File: src/rtl/mux_scan_sampler_if.sv
// Handshake and data bundle between the scan sampler and its controller/mux.
// The sel width is one bit wider than strictly needed so it matches the downstream mux select.
interface mux_scan_sampler_if #(
  parameter int INS = 4
);
  logic                   start;
  logic                   abort;
  logic [INS-1:0]         mask;
  logic                   f_in;
  logic [$clog2(INS):0]   sel;
  logic                   busy;
  logic                   done;
  logic [INS-1:0]         snapshot;

  modport master (
    output start, abort, mask, f_in,
    input  sel, busy, done, snapshot
  );

  modport slave (
    input  start, abort, mask, f_in,
    output sel, busy, done, snapshot
  );
endinterface

File: src/rtl/mux_scan_sampler.sv
// Steps an external N:1 mux through the enabled channels, holds each select for
// SETTLE cycles, and captures the mux output into a per-channel snapshot.
module mux_scan_sampler #(
  parameter int INS    = 4,
  parameter int SETTLE = 1
) (
  input  logic               clk,
  input  logic               rst,
  mux_scan_sampler_if.slave  bus
);

  localparam int SW = $clog2(INS) + 1;
  localparam int CW = (SETTLE < 2) ? 1 : $clog2(SETTLE + 1);

  localparam logic [0:0] S_IDLE = 1'b0;
  localparam logic [0:0] S_SCAN = 1'b1;

  logic [0:0]     state_q, state_d;
  logic [SW-1:0]  sel_q, sel_d;
  logic [CW-1:0]  cnt_q, cnt_d;
  logic [INS-1:0] mask_q, mask_d;
  logic [INS-1:0] snap_q, snap_d;
  logic           done_q, done_d;

  logic [SW-1:0]  first_idx;
  logic [SW-1:0]  next_idx;
  logic           next_vld;

  // Descending scans with overwrite leave the lowest qualifying index behind.
  always_comb begin
    first_idx = '0;
    for (int k = INS - 1; k >= 0; k--) begin
      if (bus.mask[k]) first_idx = SW'(k);
    end
  end

  always_comb begin
    next_idx = '0;
    next_vld = 1'b0;
    for (int k = INS - 1; k >= 0; k--) begin
      if (mask_q[k] && (SW'(k) > sel_q)) begin
        next_idx = SW'(k);
        next_vld = 1'b1;
      end
    end
  end

  // NOTE: every variable gets a default before the case so no path infers a latch.
  always_comb begin
    state_d = state_q;
    sel_d   = sel_q;
    cnt_d   = cnt_q;
    mask_d  = mask_q;
    snap_d  = snap_q;
    done_d  = 1'b0;

    case (state_q)
      S_IDLE: begin
        if (bus.start) begin
          snap_d = '0;
          if (|bus.mask) begin
            mask_d  = bus.mask;
            sel_d   = first_idx;
            cnt_d   = CW'(SETTLE);
            state_d = S_SCAN;
          end else begin
            done_d = 1'b1;
          end
        end
      end

      S_SCAN: begin
        if (bus.abort) begin
          state_d = S_IDLE;
          cnt_d   = '0;
        end else if (cnt_q == CW'(1)) begin
          for (int k = 0; k < INS; k++) begin
            if (sel_q == SW'(k)) snap_d[k] = bus.f_in;
          end
          if (next_vld) begin
            sel_d = next_idx;
            cnt_d = CW'(SETTLE);
          end else begin
            state_d = S_IDLE;
            cnt_d   = '0;
            done_d  = 1'b1;
          end
        end else begin
          cnt_d = cnt_q - CW'(1);
        end
      end

      default: state_d = S_IDLE;
    endcase
  end

  // NOTE: reset is synchronous, so it lives inside the clocked branch; state uses <= only.
  always_ff @(posedge clk) begin
    if (rst) begin
      state_q <= S_IDLE;
      sel_q   <= '0;
      cnt_q   <= '0;
      mask_q  <= '0;
      snap_q  <= '0;
      done_q  <= 1'b0;
    end else begin
      state_q <= state_d;
      sel_q   <= sel_d;
      cnt_q   <= cnt_d;
      mask_q  <= mask_d;
      snap_q  <= snap_d;
      done_q  <= done_d;
    end
  end

  assign bus.sel      = sel_q;
  assign bus.busy     = (state_q == S_SCAN);
  assign bus.done     = done_q;
  assign bus.snapshot = snap_q;

endmodule

File: src/flat_wrapper.sv
// flat-port wrapper written by rule: the top's interface ports become plain ports
module mux_scan_sampler_flat 
#(
  parameter int INS    = 4,
  parameter int SETTLE = 1
)
  (clk, rst, bus_start, bus_abort, bus_mask, bus_f_in, bus_sel, bus_busy, bus_done, bus_snapshot);
  mux_scan_sampler_if #(.INS(INS)) bus_i ();
  input  logic clk;
  input  logic rst;
  input wire logic [$bits(bus_i.start)-1:0] bus_start;
  input wire logic [$bits(bus_i.abort)-1:0] bus_abort;
  input wire logic [$bits(bus_i.mask)-1:0] bus_mask;
  input wire logic [$bits(bus_i.f_in)-1:0] bus_f_in;
  output wire logic [$bits(bus_i.sel)-1:0] bus_sel;
  output wire logic [$bits(bus_i.busy)-1:0] bus_busy;
  output wire logic [$bits(bus_i.done)-1:0] bus_done;
  output wire logic [$bits(bus_i.snapshot)-1:0] bus_snapshot;
  assign bus_i.start = bus_start;
  assign bus_i.abort = bus_abort;
  assign bus_i.mask = bus_mask;
  assign bus_i.f_in = bus_f_in;
  assign bus_sel = bus_i.sel;
  assign bus_busy = bus_i.busy;
  assign bus_done = bus_i.done;
  assign bus_snapshot = bus_i.snapshot;
  mux_scan_sampler #(.INS(INS), .SETTLE(SETTLE)) u_core (.clk(clk), .rst(rst), .bus(bus_i));
endmodule
File: config.mk
export PLATFORM = sky130hd
export DESIGN_NAME = mux_scan_sampler_flat
export DESIGN_NICKNAME = d
export VERILOG_FILES = /design/src/rtl/mux_scan_sampler_if.sv /design/src/rtl/mux_scan_sampler.sv /design/src/flat_wrapper.sv
export SDC_FILE = /design/constraint.sdc
export NUM_CORES = 1
export LEC_CHECK = 0
export ABC_CLOCK_PERIOD_IN_PS = 1600
export BUFFER_PORTS_ARGS = -buffer_cell sky130_fd_sc_hd__buf_2
export CORE_MARGIN = 2
export CORE_UTILIZATION = 40
export DETAILED_ROUTE_END_ITERATION = 10
export SLEW_MARGIN = 30
export SYNTH_ARGS = -nofsm -noshare
export SYNTH_HDL_FRONTEND = slang
export SYNTH_SLANG_ARGS = --single-unit
File: constraint.sdc
create_clock -name clk -period 1.6 [get_ports clk]
set_clock_uncertainty 0.05 [all_clocks]
set_input_delay 0.24 -clock clk [delete_from_list [all_inputs] [get_ports clk]]
set_output_delay 0.24 -clock clk [all_outputs]
set_load 0.05 [all_outputs]
Yosys cells after proc, flatten, opt, wreduce, memory -nomap -nowiden:

Cells that the tools add are included.

* output and inout bits: 9
* bits of input ports: 9
* logic and storage cells: 83
* register bits: 14

* equal/unequal tests: 12
* $add $sub $neg: 1
* bitwise logic cells: 1
* magnitude comparators: 4
* muxes and demuxes: 43
* reduce and logical (&&, ||, !) cells: 13

Operators by type and width (number)
* 3-bit 2-to-1 mux: 8
* 1-bit 2-to-1 mux: 22
* 2-bit inequality test, second input constant: 8
* 4-bit AND reduction: 4
* 4-bit 2-to-1 mux: 3
* 2-bit 2-to-1 mux: 5
* 4-bit case mux with 2 select lines: 1
* 3-bit by 2-bit equality test with 1-bit output, second input constant: 2
* 1-bit by 3-bit greater-than comparator with 1-bit output, first input constant: 2
* 2-bit by 3-bit greater-than comparator with 1-bit output, first input constant: 2
* 1-bit case mux with 2 select lines: 3
* 3-bit case mux with 2 select lines: 1
* 5-bit AND reduction: 1
* 1-bit logical AND: 4
* 4-bit OR reduction: 1
* 3-bit by 1-bit equality test with 1-bit output, second input constant: 1
* 3-bit zero test: 1
* 3-bit AND reduction: 1
* 2-bit by 1-bit inequality test with 1-bit output, second input constant: 1
* 2-bit AND reduction: 1
* 1-bit NOT: 1
* 1-bit subtractor, second input constant: 1

Logic depth before layout (Yosys ltp):

Gate-level depths: netlist of run 1.

* word-level depth: 10
* gate-level depth with buffers: 6
* mapped depth without buffers: 5

Least setup slack after synthesis of run 1:

OpenSTA, ideal clock, no wires.

* path type: reg2reg
* start point: reg u_core.state_q, in the netlist u_core.bus.busy
* end point: reg u_core.sel_q[0], in the netlist u_core.bus.sel[0]
* arrival time: 1.616 ns
* setup time: 0.114 ns
* cell stages (with the launch flop): 6
* buffers on the path: 0
* required time: 1.436 ns
* path slack: -0.180 ns
* clock period less this slack: 1.780 ns
* path through: dfxtp_1 > and3b_2 > nor2_2 > a311oi_2 > o311a_1 > nor3_2

* cells in the longest elaborated chain, start to end: 3
* elaborated cells between the ends (all ways): 8
* classes of those cells: 5 x eq/ne; 1 x mux; 1 x bitwise; 1 x reduce/logical

RTL lines
* from (decl): RTL line mux_scan_sampler.sv:18 `logic [0:0] state_q, state_d;`
* from (signal assigned): RTL line mux_scan_sampler.sv:107 `state_q <= state_d;`
* 1-bit NOT: RTL line mux_scan_sampler.sv:57 `case (state_q)`
* 2-bit by 1-bit inequality test with 1-bit output (no source line) / 2-bit inequality test (equally long branches)
* 5-bit AND reduction (no source line)
* to (signal assigned): RTL line mux_scan_sampler.sv:108 `sel_q <= sel_d;`
* to (decl): RTL line mux_scan_sampler.sv:19 `logic [SW-1:0] sel_q, sel_d;`

Parallel ways exist; a longest one is shown, timed or not.
A chain may end at the register's enable or synchronous reset.

Worst setup path in the final report of run 1:

* start point: reg u_core.mask_q[1]
* end point: reg u_core.sel_q[0], in the netlist u_core.bus.sel[0]

* cells in the longest elaborated chain, start to end: 7
* elaborated cells between the ends (all ways): 11
* classes of those cells: 1 x eq/ne; 8 x mux; 2 x reduce/logical

RTL lines
* from (decl): RTL line mux_scan_sampler.sv:21 `logic [INS-1:0] mask_q, mask_d;`
* from (signal assigned): RTL line mux_scan_sampler.sv:110 `mask_q <= mask_d;`
* 1-bit logical AND (*): RTL line mux_scan_sampler.sv:41 `if (mask_q[k] && (SW'(k) > sel_q)) begin`
* 2-bit 2-to-1 mux (2 in a row): RTL line mux_scan_sampler.sv:41
* 3-bit 2-to-1 mux: RTL line mux_scan_sampler.sv:80 `if (next_vld) begin`
* 3-bit 2-to-1 mux: RTL line mux_scan_sampler.sv:76 `end else if (cnt_q == CW'(1)) begin`
* 3-bit 2-to-1 mux: RTL line mux_scan_sampler.sv:73 `if (bus.abort) begin`
* 3-bit case mux with 2 select lines: RTL line mux_scan_sampler.sv:57

Every way passes the cells marked *; elsewhere a longest branch is shown, timed or not. The select of a mux whose other input is x is not followed.

==> metrics.cfg, run 1 <==
[final_layout]
antenna_cells=0
fin_area_um2=778
drive_gt1_share_pct=34.3
nNetsFinal=112
post-route-util_pct=52.3
stdcell_count=118
area_growth_pct=23.2

[setup_path]
r2r_start=u_core.mask_q[1]
setup.worst_path.start=u_core.mask_q[1]
path_buf_inv=0
path_class=register to register
crit_fanout=4
reg2regPathDepth=5
r2r-end=u_core.bus.sel[0]
crit_slowest_cell=dfxtp_1
endpoint_kind=register
arrival_ns=1.53
worst_setup_path_start_kind=register
cp.required_ns=1.72
r2r_slack_ns=0.18
cp_top_family=compound AO/OA/AOI/OAI gates
critPathMaxStageDelay_ns=0.38
worstPathCellList=nor2b_1 > o21ai_1 > a311oi_2 > o311a_1 > nor3_2

[clock_network]
cts_made_buffers=3
post-cts-setup-buffers=0
ctsHoldBuffers=0
cts_resized=0
htreeDepth=1
cts.sinks=12
clk_pin_slew_ns=0.08
cts_root_buf=clkbuf_4
cts_tree=built
max-clock-path-buffers=2
clock_latency_ns=0.27

[synth]
syn-num-nets=91
syn-cell-area_um2=632
synth_most_common_cell=dfxtp_1
yosysSeqAreaShare_pct=38.0
synth_top_area_cell=dfxtp_1
syn_avg_cell_area_um2=7.71
ys_ff_latch=12
yosysWarnings=0
yosysTopAreaCellShare_pct=38.0
synth.distinct_cells=28
synth_edf_count=0
synthCells=82
synthTopCellsByArea=dfxtp_1, a21oi_1, nand3_1
synth_common_cells=dfxtp_1, a21oi_1, nor2_1
synth-main-ff-cell=dfxtp_1
ys_async_sr_fraction_pct=0

[hold_path]
min_path_type=primary input to register
worstHoldPathCells=3
min_from=bus_mask[1]
worst_hold_path.endpoint=u_core.mask_q[1]

[die]
rows=14
ios=18
chipWidth_um=43.7
die_y_um=43.7
initial_core_util_pct=42.4
coreArea_mm2=0.00149
die_area_mm2=0.00191

[power]
p_comb_share_pct=22.6
p_seq_share_pct=44.6
p_total_mw=0.751
p_int_mw=0.516
p_sw_share_pct=31.3
p_switching_mw=0.235
clkPwrFrac_pct=32.7
p_leak_nw=0.337
power-per-cell-area_mw_per_mm2=965
irDropWorstVdd_uv=490

[routing]
drc=0
via_per_inst=5.47
wl_per_cell_um=12.3
vias=645
drt_iter0_markers=4
firstDrtPassIters=4
routed_wl_um=1450
ant_nets=0

[global_routing]
grt_pass1_vias=578
grt_overflow=0
grt_antenna_before_repair=0
grt_max_degree=13
grt.total_usage_pct=17.1
grt_pass1_wl_um=2460

[placement]
post-dp-hpwl_um=1060
placed_cells=114
place_area_um2=742
gp_congestion=0.807
place_worst_setup_slack_ns=0.0902
io_buffer_count=16

[sta]
holdWs_ns=0.181
setup_violations=0
fin_ws_ns=0.180
period_minus_slack_ns=1.42
period_share_pct=88.7
slew_violations=0
rsz0062_at_grt=false
hold_violations=0
fin_tns_setup_ns=0
clock.fmax_ghz=0.704

[outcome]
status=finished, final reports clean

[run]
cap_violations=0

==> flip-flops by register name (all words and copies together) (netlist names) <==
name,cells
u_core.bus.busy,1
u_core.cnt_q,1
u_core.bus.done,1
u_core.bus.snapshot,4
u_core.mask_q,3
u_core.bus.sel,2
==> worst max-delay path by stage <==
stage,end,slack (ns),cells after the start
floorplan,u_core.bus.sel[0],0.0009,6
global placement,u_core.bus.sel[0],0.11,6
detailed placement,u_core.bus.sel[0],0.09,6
CTS,u_core.bus.sel[0],0.18,5
global route,u_core.bus.sel[0],0.04,5
finish,u_core.bus.sel[0],0.18,5
==> final cells by class <==
cell class,instances,area [um^2]
inverters,5,18.8
fillers,157,711
flip-flops and latches,12,244
multi-input cells,60,342
clock buffers,4,36.3
repair buffers,21,118
well taps,16,20.0
==> power groups by stage <==
stage                     Sequential [mW]  Clock, mW  Combinational (mW)
after floorplan                     0.361          0              0.0998
after global placement              0.341          0               0.171
after detailed placement            0.342          0               0.170
after CTS                           0.335      0.257               0.170
after global routing                0.338      0.268               0.187
final                               0.335      0.246               0.170
==> cell families after synthesis <==
group / share of synthesized area (%)
compound gates: 27.9
other cells: 0.593
flops: 38.0
buf+inv: 7.92
simple gates: 25.5
==> cells in the final DEF (no fill, tap or decap), drive strengths merged <==
cell	count
a21boi	3
a21oi	11
a22oi	1
a311oi	1
a31oi	1
a41oi	1
and3	1
and3b	1
buf	21
clkbuf	4
conb	1
dfxtp	12
inv	5
nand2	6
nand3	7
nor2	11
nor2b	2
nor3	2
o21a	1
o21ai	7
o221ai	1
o311a	1
or4	1
==> routing by layer <==
metal | global-route usage (%) | vias to the layer above | share of wire (%)
met4 | 9.09 | 0 | 0.69
met3 | 2.50 | 2 | 5.0
li1 | - | 327 | -
met5 | 0 | - | 0
met2 | 26.8 | 16 | 48
met1 | 22.7 | 300 | 46
==> worst register-to-register path, delay by kind of cell (launching register included) <==
kind             cells  cell delay [ns]
AO/OA/AOI/OAI        3             0.68
flip-flops           1             0.38
AND/OR/NAND/NOR      2             0.19
Power figures use the tool's default switching activity.
==> run 2: changes to the inputs <==
Settings changed: RECOVER_POWER from default to 25.
==> metrics.cfg, run 2 (synthesis gave the netlist of run 1 again) <==
[sta]
setup_violations=0  ; unchanged
slew_headroom_pct=60.1
fin_tns_setup_ns=0  ; unchanged
slew_violations=0  ; unchanged
period_share_pct=88.5  ; was 88.7%
fin_ws_ns=0.184  ; was 0.180 ns
tightest_slew_ns=0.600
clock.fmax_ghz=0.706  ; was 0.704 GHz
period_minus_slack_ns=1.42  ; about the same
rsz0062_at_grt=false  ; unchanged
hold_violations=0  ; unchanged

[die]
die_y_um=43.7  ; unchanged
chipWidth_um=43.7  ; unchanged
die_area_mm2=0.00191  ; unchanged
coreArea_mm2=0.00149  ; unchanged
rows=14  ; unchanged
ios=18  ; unchanged
initial_core_util_pct=42.4  ; unchanged

[hold_path]
worstHoldPathCells=3  ; unchanged
min_from=bus_mask[1]  ; unchanged
worst_hold_path.endpoint=u_core.mask_q[1]  ; unchanged
min_path_type=primary input to register  ; unchanged

[power]
power-per-cell-area_mw_per_mm2=973  ; was 965 mW/mm^2
p_total_mw=0.751  ; about the same
irDropWorstVdd_uv=490  ; about the same
p_leak_nw=0.314  ; was 0.337 nW

[final_layout]
largest_register_ffs=4  ; unchanged
post-route-util_pct=51.8  ; was 52.3%
antenna_cells=0  ; unchanged
area_growth_pct=22.2  ; was 23.2%
fin_area_um2=772  ; was 778 um^2
layout_common_cells=a21oi_1, buf_2, nor2_1, dfxtp_1, nand3_1  ; was buf_2, a21oi_1, nor2_1, dfxtp_1, nand3_1
nNetsFinal=112  ; unchanged
drive_gt1_share_pct=29.4  ; was 34.3%

[run]
cap_violations=0  ; unchanged

[placement]
place_area_um2=742  ; unchanged
io_buffer_count=16  ; unchanged
post-dp-hpwl_um=1060  ; unchanged
gp_congestion=0.807  ; unchanged
place_worst_setup_slack_ns=0.0902  ; unchanged

[global_routing]
grt.total_usage_pct=17.1  ; unchanged
grt_pass1_vias=578  ; unchanged
grt_max_degree=13  ; unchanged
grt_antenna_before_repair=0  ; unchanged
grt_overflow=0  ; unchanged
grt_pass1_wl_um=2460  ; unchanged

[setup_path]
endpoint_kind=register  ; unchanged
r2r_start=u_core.mask_q[1]  ; unchanged
arrival_ns=1.53  ; about the same
reg2regPathDepth=5  ; unchanged
path_class=register to register  ; unchanged
crit_fanout=4  ; unchanged
worstPathCellList=nor2b_1 > o21ai_1 > a311oi_2 > o311a_1 > nor3_2  ; unchanged
path_buf_inv=0  ; unchanged
r2r_slack_ns=0.18  ; about the same
critPathMaxStageDelay_ns=0.38  ; about the same
cp_top_family=compound AO/OA/AOI/OAI gates  ; unchanged
crit_slowest_cell=dfxtp_1  ; unchanged
cp.required_ns=1.71  ; was 1.72 ns
worst_setup_path_start_kind=register  ; unchanged
r2r-end=u_core.bus.sel[0]  ; unchanged

[routing]
wl_per_cell_um=12.2  ; was 12.3 um
via_per_inst=5.44  ; was 5.47
ant_nets=0  ; unchanged
firstDrtPassIters=5  ; was 4
drt_iter0_markers=6  ; was 4
vias=642  ; was 645
drc=0  ; unchanged
routed_wl_um=1440  ; was 1450 um

[clock_network]
ctsHoldBuffers=0  ; unchanged
htreeDepth=1  ; unchanged
cts_tree=built  ; unchanged
cts_made_buffers=3  ; unchanged
clock_latency_ns=0.27  ; about the same
cts_root_buf=clkbuf_4  ; unchanged
clk_pin_slew_ns=0.08  ; about the same
cts.sinks=12  ; unchanged
post-cts-setup-buffers=0  ; unchanged
max-clock-path-buffers=2  ; unchanged
cts_resized=0  ; unchanged

[outcome]
status=finished, final reports clean  ; unchanged

[run 2: cell types whose count changed in the layout (fill, tap and decap cells not counted)]
cell and change:
buf_2 -5, clkbuf_1 +5
[run 2: worst max path at each step]
| stage | slack [ns] | endpoint | start | cells past startpoint |
|---|---|---|---|---|
| finish | 0.18 | u_core.bus.sel[0] | u_core.mask_q[1] | 5 |
| global route | 0.04 | u_core.bus.sel[0] | u_core.mask_q[1] | 5 |
| CTS | 0.18 | u_core.bus.sel[0] | u_core.mask_q[1] | 5 |
| detailed placement | 0.09 | u_core.bus.sel[0] | bus_mask[1] | 6 |
| global placement | 0.11 | u_core.bus.sel[0] | bus_mask[1] | 6 |
| floorplan | 0.0009 | u_core.bus.sel[0] | u_core.bus.sel[1] | 6 |
[run 2: final cells by class]
type                    count  area [um^2]
clock buffers               4         36.3
well taps                  16         20.0
flip-flops and latches     12          244
multi-input cells          60          342
fillers                   158          717
repair buffers             21          111
inverters                   5         18.8
[run 2: worst reg2reg max path: cells and delay by family (launching register included)]
| kind | cells | cell delay (ns) |
|---|---|---|
| flip-flops | 1 | 0.38 |
| AND/OR/NAND/NOR | 2 | 0.19 |
| AO/OA/AOI/OAI | 3 | 0.68 |
[run 2: power by group]
| group | leakage (nW) | internal (mW) | total [mW] | switching [mW] |
|---|---|---|---|---|
| sequential | 0.0991 | 0.315 | 0.335 | 0.0198 |
| combinational | 0.194 | 0.0623 | 0.170 | 0.107 |
| clock | 0.0210 | 0.138 | 0.246 | 0.108 |
| total | 0.314 | 0.516 | 0.751 | 0.235 |
[run 2: stage by stage]
step,hold WS [ns],instances
final,0.181,118
after global routing,0.194,118
after CTS,0.176,118
after detailed placement,0.412,114
after global placement,0.405,114
after floorplan,0.252,82
[run 2: layer usage]
metal	wire (um)	share of wire (%)	vias to the layer above	global-route usage, %
li1	-	-	328	-
met4	10	0.69	0	9.09
met5	0	0	-	0
met2	706	49	16	26.8
met1	658	46	296	22.7
met3	66	4.6	2	2.50
